## config.mk

```make
export PLATFORM = sky130hd
export DESIGN_NAME = mem_arbiter_flat
export DESIGN_NICKNAME = d
export VERILOG_FILES = /design/src/rtl/mem_arbiter_if.sv /design/src/rtl/mem_arbiter.sv /design/src/flat_wrapper.sv
export SDC_FILE = /design/constraint.sdc
export NUM_CORES = 1
export LEC_CHECK = 0
export ABC_AREA = 1
export ABC_CLOCK_PERIOD_IN_PS = 1900
export CELL_PAD_IN_SITES_DETAIL_PLACEMENT = 1
export CELL_PAD_IN_SITES_GLOBAL_PLACEMENT = 1
export CORE_ASPECT_RATIO = 1.1
export CORE_MARGIN = 2
export CORE_UTILIZATION = 11
export CTS_BUF_LIST = sky130_fd_sc_hd__clkbuf_8 sky130_fd_sc_hd__clkbuf_16
export CTS_CLUSTER_DIAMETER = 120
export DETAILED_ROUTE_END_ITERATION = 7
export PLACE_DENSITY_LB_ADDON = 0.1
export SLEW_MARGIN = 40
export SYNTH_ARGS = -nofsm -noshare
export SYNTH_HDL_FRONTEND = slang
export SYNTH_SLANG_ARGS = --single-unit
```

## constraint.sdc

```tcl
create_clock -name CLK -period 1.9 [get_ports CLK]
set_clock_uncertainty 0.2 [all_clocks]
set_input_delay 0.285 -clock CLK [delete_from_list [all_inputs] [get_ports CLK]]
set_output_delay 0.285 -clock CLK [all_outputs]
set_load 0.01 [all_outputs]
```

## src/rtl/mem_arbiter_if.sv

```systemverilog
// Bus bundle between the two cache request ports, the arbiter and the single-ported RAM.
// The arbiter connects through the slave modport; the cache/RAM side drives through master.
interface mem_arbiter_if;
  logic        iREN;
  logic [31:0] iaddr;
  logic        iwait;
  logic [31:0] iload;

  logic        dREN;
  logic        dWEN;
  logic [31:0] daddr;
  logic [31:0] dstore;
  logic        dwait;
  logic [31:0] dload;

  logic        ramREN;
  logic        ramWEN;
  logic [31:0] ramaddr;
  logic [31:0] ramstore;
  logic [31:0] ramload;
  logic [1:0]  ramstate;

  logic        ram_err;

  modport slave (
    input  iREN, iaddr, dREN, dWEN, daddr, dstore, ramload, ramstate,
    output iwait, iload, dwait, dload, ramREN, ramWEN, ramaddr, ramstore, ram_err
  );

  modport master (
    output iREN, iaddr, dREN, dWEN, daddr, dstore, ramload, ramstate,
    input  iwait, iload, dwait, dload, ramREN, ramWEN, ramaddr, ramstore, ram_err
  );
endinterface

```

## src/rtl/mem_arbiter.sv

```systemverilog
// Grants the single-ported RAM to one cache at a time, alternating priority between
// icache and dcache and holding the dcache grant across its two-word block transfers.
module mem_arbiter (
  input  logic          CLK,
  input  logic          nRST,
  mem_arbiter_if.slave  bus
);

  localparam logic [1:0] ACCESS_ST = 2'b10;
  localparam logic [1:0] ERROR_ST  = 2'b11;

  typedef enum logic [1:0] {
    IDLE = 2'b00,
    DGNT = 2'b01,
    IGNT = 2'b10
  } state_t;

  state_t state_q, state_d;
  logic   last_d_q, last_d_d;
  logic   ram_err_q, ram_err_d;

  logic d_req;
  logic ram_access;
  logic ram_error;

  assign d_req      = bus.dREN | bus.dWEN;
  assign ram_access = (bus.ramstate == ACCESS_ST);
  assign ram_error  = (bus.ramstate == ERROR_ST);

  always_ff @(posedge CLK or negedge nRST) begin
    if (!nRST) begin
      state_q   <= IDLE;
      last_d_q  <= 1'b0;
      ram_err_q <= 1'b0;
    end else begin
      state_q   <= state_d;
      last_d_q  <= last_d_d;
      ram_err_q <= ram_err_d;
    end
  end

  always_comb begin
    state_d      = state_q;
    last_d_d     = last_d_q;
    ram_err_d    = ram_err_q;
    bus.ramREN   = 1'b0;
    bus.ramWEN   = 1'b0;
    bus.ramaddr  = 32'h0;
    bus.ramstore = 32'h0;
    bus.iwait    = 1'b1;
    bus.dwait    = 1'b1;
    bus.iload    = 32'h0;
    bus.dload    = 32'h0;

    unique case (state_q)
      IDLE: begin
        // Contention goes to whichever cache did not own the last grant.
        if (bus.iREN && d_req) begin
          state_d = last_d_q ? IGNT : DGNT;
        end else if (bus.iREN) begin
          state_d = IGNT;
        end else if (d_req) begin
          state_d = DGNT;
        end
      end

      DGNT: begin
        bus.ramWEN   = bus.dWEN;
        bus.ramREN   = bus.dREN & ~bus.dWEN;
        bus.ramaddr  = bus.daddr;
        bus.ramstore = bus.dstore;
        bus.dload    = bus.ramload;
        bus.dwait    = ~ram_access;
        // A RAM fault freezes the grant; word0 completion keeps the lock for word1.
        if (ram_error) begin
          ram_err_d = 1'b1;
        end else if (!d_req || (ram_access && bus.daddr[2])) begin
          state_d  = IDLE;
          last_d_d = 1'b1;
        end
      end

      IGNT: begin
        bus.ramREN  = 1'b1;
        bus.ramaddr = bus.iaddr;
        bus.iload   = bus.ramload;
        bus.iwait   = ~ram_access;
        if (ram_error) begin
          ram_err_d = 1'b1;
        end else if (!bus.iREN || ram_access) begin
          state_d  = IDLE;
          last_d_d = 1'b0;
        end
      end

      default: begin
        state_d = IDLE;
      end
    endcase
  end

  assign bus.ram_err = ram_err_q;

endmodule

```

## src/flat_wrapper.sv

```systemverilog
// flat-port wrapper written by rule: the top's interface ports become plain ports
module mem_arbiter_flat 
  (CLK, nRST, bus_iREN, bus_iaddr, bus_dREN, bus_dWEN, bus_daddr, bus_dstore, bus_ramload, bus_ramstate, bus_iwait, bus_iload, bus_dwait, bus_dload, bus_ramREN, bus_ramWEN, bus_ramaddr, bus_ramstore, bus_ram_err);
  mem_arbiter_if bus_i ();
  input  logic CLK;
  input  logic nRST;
  input wire logic [$bits(bus_i.iREN)-1:0] bus_iREN;
  input wire logic [$bits(bus_i.iaddr)-1:0] bus_iaddr;
  input wire logic [$bits(bus_i.dREN)-1:0] bus_dREN;
  input wire logic [$bits(bus_i.dWEN)-1:0] bus_dWEN;
  input wire logic [$bits(bus_i.daddr)-1:0] bus_daddr;
  input wire logic [$bits(bus_i.dstore)-1:0] bus_dstore;
  input wire logic [$bits(bus_i.ramload)-1:0] bus_ramload;
  input wire logic [$bits(bus_i.ramstate)-1:0] bus_ramstate;
  output wire logic [$bits(bus_i.iwait)-1:0] bus_iwait;
  output wire logic [$bits(bus_i.iload)-1:0] bus_iload;
  output wire logic [$bits(bus_i.dwait)-1:0] bus_dwait;
  output wire logic [$bits(bus_i.dload)-1:0] bus_dload;
  output wire logic [$bits(bus_i.ramREN)-1:0] bus_ramREN;
  output wire logic [$bits(bus_i.ramWEN)-1:0] bus_ramWEN;
  output wire logic [$bits(bus_i.ramaddr)-1:0] bus_ramaddr;
  output wire logic [$bits(bus_i.ramstore)-1:0] bus_ramstore;
  output wire logic [$bits(bus_i.ram_err)-1:0] bus_ram_err;
  assign bus_i.iREN = bus_iREN;
  assign bus_i.iaddr = bus_iaddr;
  assign bus_i.dREN = bus_dREN;
  assign bus_i.dWEN = bus_dWEN;
  assign bus_i.daddr = bus_daddr;
  assign bus_i.dstore = bus_dstore;
  assign bus_i.ramload = bus_ramload;
  assign bus_i.ramstate = bus_ramstate;
  assign bus_iwait = bus_i.iwait;
  assign bus_iload = bus_i.iload;
  assign bus_dwait = bus_i.dwait;
  assign bus_dload = bus_i.dload;
  assign bus_ramREN = bus_i.ramREN;
  assign bus_ramWEN = bus_i.ramWEN;
  assign bus_ramaddr = bus_i.ramaddr;
  assign bus_ramstore = bus_i.ramstore;
  assign bus_ram_err = bus_i.ram_err;
  mem_arbiter u_core (.CLK(CLK), .nRST(nRST), .bus(bus_i));
endmodule
```

==> summary.md <==
| Metric | Value |
|---|---|
| Status | `complete, but fails checks` |
| Failing checks | `setup timing` |
| Initial antenna violation count | `0` |
| Critical path launch point type | `register` |
| Worst Path Required | `1410 ps` |
| Die H | `128 um` |
| Buffers on Ports | `267` |
| Syn Inst Count | `354` |
| Most frequent CP cell | `buf_6` |
| Slowest-stage cell, CP | `dfrtp_1` |
| Largest family of logic cells by synthesized area | `simple AND/OR/NAND/NOR gates` |
| Power per cell area | `1310 nW/um2` |
| Grt met3 use | `3.26%` |
| Layout cells sized above 1 | `61.6%` |
| CP peak stage delay | `370 ps` |
| Post-synthesis mux area share | `0%` |
| Crit path time final | `2180 ps` |
| CP top delay family | `buffers and inverters` |
| Worst skew pair latency | `230 ps` |
| Post-Synth Simple-Gate Area | `45.7%` |
| Drt via density | `3.88` |
| Global route overflow | `0` |
| Pins Over Slew Limit | `0` |
| Post-route cell area | `6070 um2` |
| Largest net degree at the start of global routing | `28` |
| Layout Nets | `812` |
| Final cell count without fillers | `860` |
| Reg2reg setup slack | `-50 ps` |
| Syn Std Cell Area | `1540 um2` |
| Total wire length | `12,900 um` |
| Clock transition at the registers of the reported paths | `30 ps` |
| Drt wl/cell | `15.0 um` |
| Crit path arrival time | `1700 ps` |
| Fraction of the cycle the final worst path needs | `115%` |
| Die W | `117 um` |
| Max clock buf depth | `2` |
| CTS sink cnt | `4` |
| CP Class | `register to output port` |
| GR peak layer | `met2` |
| VDD IR max | `0.706 mV` |
| Post-Syn Area per Cell | `4.36 um2` |
| Post-Synth Adder-Cell Area | `2.43%` |
| Final setup viols | `122` |
| # rows | `45` |
| Xor/xnor share of the synthesized area | `0%` |
| Clock root buffer | `clkbuf_16` |
| First-pass GRT wire length | `16,600 um` |
| Met1 Usage GRT | `15.1%` |
| Number of global-route vias before repair | `3,126` |
| Worst slew margin | `73.0%` |
| Drt drc | `0` |
| Inserted Clock Buffers | `3` |
| Final WS setup | `-280 ps` |
| Core Region | `13,700 um2` |
| RD Place Congestion | `0.742` |
| Crit path cell chain | `buf_6 > buf_6 > ha_4 > buf_8 > clkbuf_16 > nand2_1 > a21oi_1 > buf_2` |
| Detailed Route Iter0 Violations | `44` |
| Tot GR Track Use | `14.0%` |
| # diodes | `0` |
| Post-Syn Nets | `492` |
| Yosys warning count | `0` |
| Synth Area in Compound Gates | `12.8%` |
| Max_cap viols | `0` |
| Initial Utilization | `11.2%` |
| Die Area | `15,000 um2` |
| # fillers | `1,717` |
| P_leak | `3.49 nW` |
| Unrepaired setup endpoints after global routing | `true` |
| FF+latch count, synth | `4` |
| Seq/Total Area, Yosys | `6.48%` |
| HP Class | `primary input to asynchronous set/reset pin` |
| F_max | `459 MHz` |
| CTS tree | `built` |
| I/O Pins | `268` |
| CTS H-tree depth | `1` |
| Worst slew pin tran | `403 ps` |
| Drt first pass iters | `2` |
| Post-route ant nets | `0` |
| Core Util, Final | `44.2%` |
| Area grow syn2layout | `293%` |
| GR Util met2 | `27.7%` |
| CP max FO | `8` |
| Synth cell types | `18` |
| Hold buffers post-CTS | `0` |
| Crit. End Element | `output port` |
| Number of cells after detailed placement | `810` |
| Routed vias | `3,333` |
| DP HPWL | `8900 um` |
| Buf/Inv on CP | `5` |
| Final-report hold violation count | `0` |
| DP Area | `4590 um2` |
-- registers in the layout (all words and copies together), names as in the netlist --
signal	cells
u_core.last_d_q	1
u_core.state_q	2
u_core.bus.ram_err	1
-- cells in the final DEF (no fill, tap or decap), drive strengths merged, types with 2 or more instances in the layout --
| master | n |
|---|---|
| buf | 189 |
| nand2 | 176 |
| clkdlybuf4s50 | 135 |
| inv | 103 |
| a21oi | 34 |
| clkbuf | 15 |
| dfrtp | 4 |
| nand4 | 3 |
| ha | 3 |
| o21bai | 2 |
| nand3 | 2 |
-- per-stage QoR --
step	total power (W)	setup WS, ps	hold WS [ps]	setup TNS, ps
2_1_floorplan	0.00200	143	-211	0
3_3_place_gp	0.00464	-334	272	-28450
3_5_place_dp	0.00469	-430	266	-33690
4_1_cts	0.00556	-343	66.8	-15770
5_1_grt	0.00847	-349	79.9	-22420
6_report	0.00796	-280	65.9	-16600
-- worst register-to-register path, cell delays in order (launching register included) --
cell       delay (ps)
dfrtp_1           390
buf_6             120
buf_6             110
ha_4              200
buf_12            140
clkbuf_16         160
o211ai_1          200
nand3_1           160
nand2_1           100
nand2_1            50
-- synth_stat cells, drive strengths merged --
master / count / area (um2)
nand2: 176 / 661
o21ai: 1 / 5.00
nand3: 2 / 10.0
o211ai: 1 / 7.51
inv: 103 / 387
a21oi: 34 / 170
nand4: 3 / 18.8
buf: 20 / 109
nor2: 1 / 3.75
dfrtp: 4 / 100
clkbuf: 1 / 3.75
clkinv: 1 / 3.75
nand3b: 1 / 7.51
ha: 3 / 37.5
o21bai: 2 / 15.0
nor3: 1 / 5.00
-- cells by family (layout without fill, tap and decap cells) --
| family | Yosys count | count (layout) |
|---|---|---|
| DFF | 4 | 4 |
| adders and majority gates | 3 | 3 |
| AOI/OAI and AO/OA | 38 | 38 |
| and+or+nand+nor | 184 | 184 |
| buffers and inverters | 125 | 443 |
-- routing by layer --
| metal | vias up | wire [um] |
|---|---|---|
| met5 | - | 0 |
| met4 | 0 | 144 |
| met3 | 11 | 909 |
| met2 | 136 | 7180 |
| met1 | 1548 | 4700 |
| li1 | 1638 | - |
-- power breakdown --
group | total [W] | switching, W | internal [W]
sequential | 0.000143 | 0.0000235 | 0.000120
clock | 0.000334 | 0.0000645 | 0.000269
combinational | 0.00748 | 0.00354 | 0.00394
-- repair_timing --
item,4_1_cts,5_1_grt
gates cloned,5,11
hold endpoints to repair,0,0
pin swaps,4,22
setup endpoints to repair,132,118
resized for setup,503,439
buffers inserted,18,21
-- layout make-up --
class | count | area (um2) | share of cell area [%]
Sequential cell | 4 | 100 | 1.65
Clock buffer | 3 | 75.1 | 1.24
Tap cell | 188 | 235 | 3.87
Inverter | 104 | 403 | 6.64
Timing Repair Buffer | 336 | 3540 | 58.3
Multi-Input combinational cell | 225 | 1720 | 28.3
-- worst paths after layout --
check,start,end,cells past startpoint
min,nRST,u_core.state_q[1],1
max reg2reg,u_core.state_q[1],u_core.state_q[1],9
min reg2reg,u_core.last_d_q,u_core.last_d_q,2
max,u_core.state_q[1],bus_ramaddr[22],8
min in group CLK,u_core.last_d_q,u_core.last_d_q,2
max in group asynchronous,nRST,u_core.last_d_q,1
No activity file was read; power rests on OpenSTA's default activity.
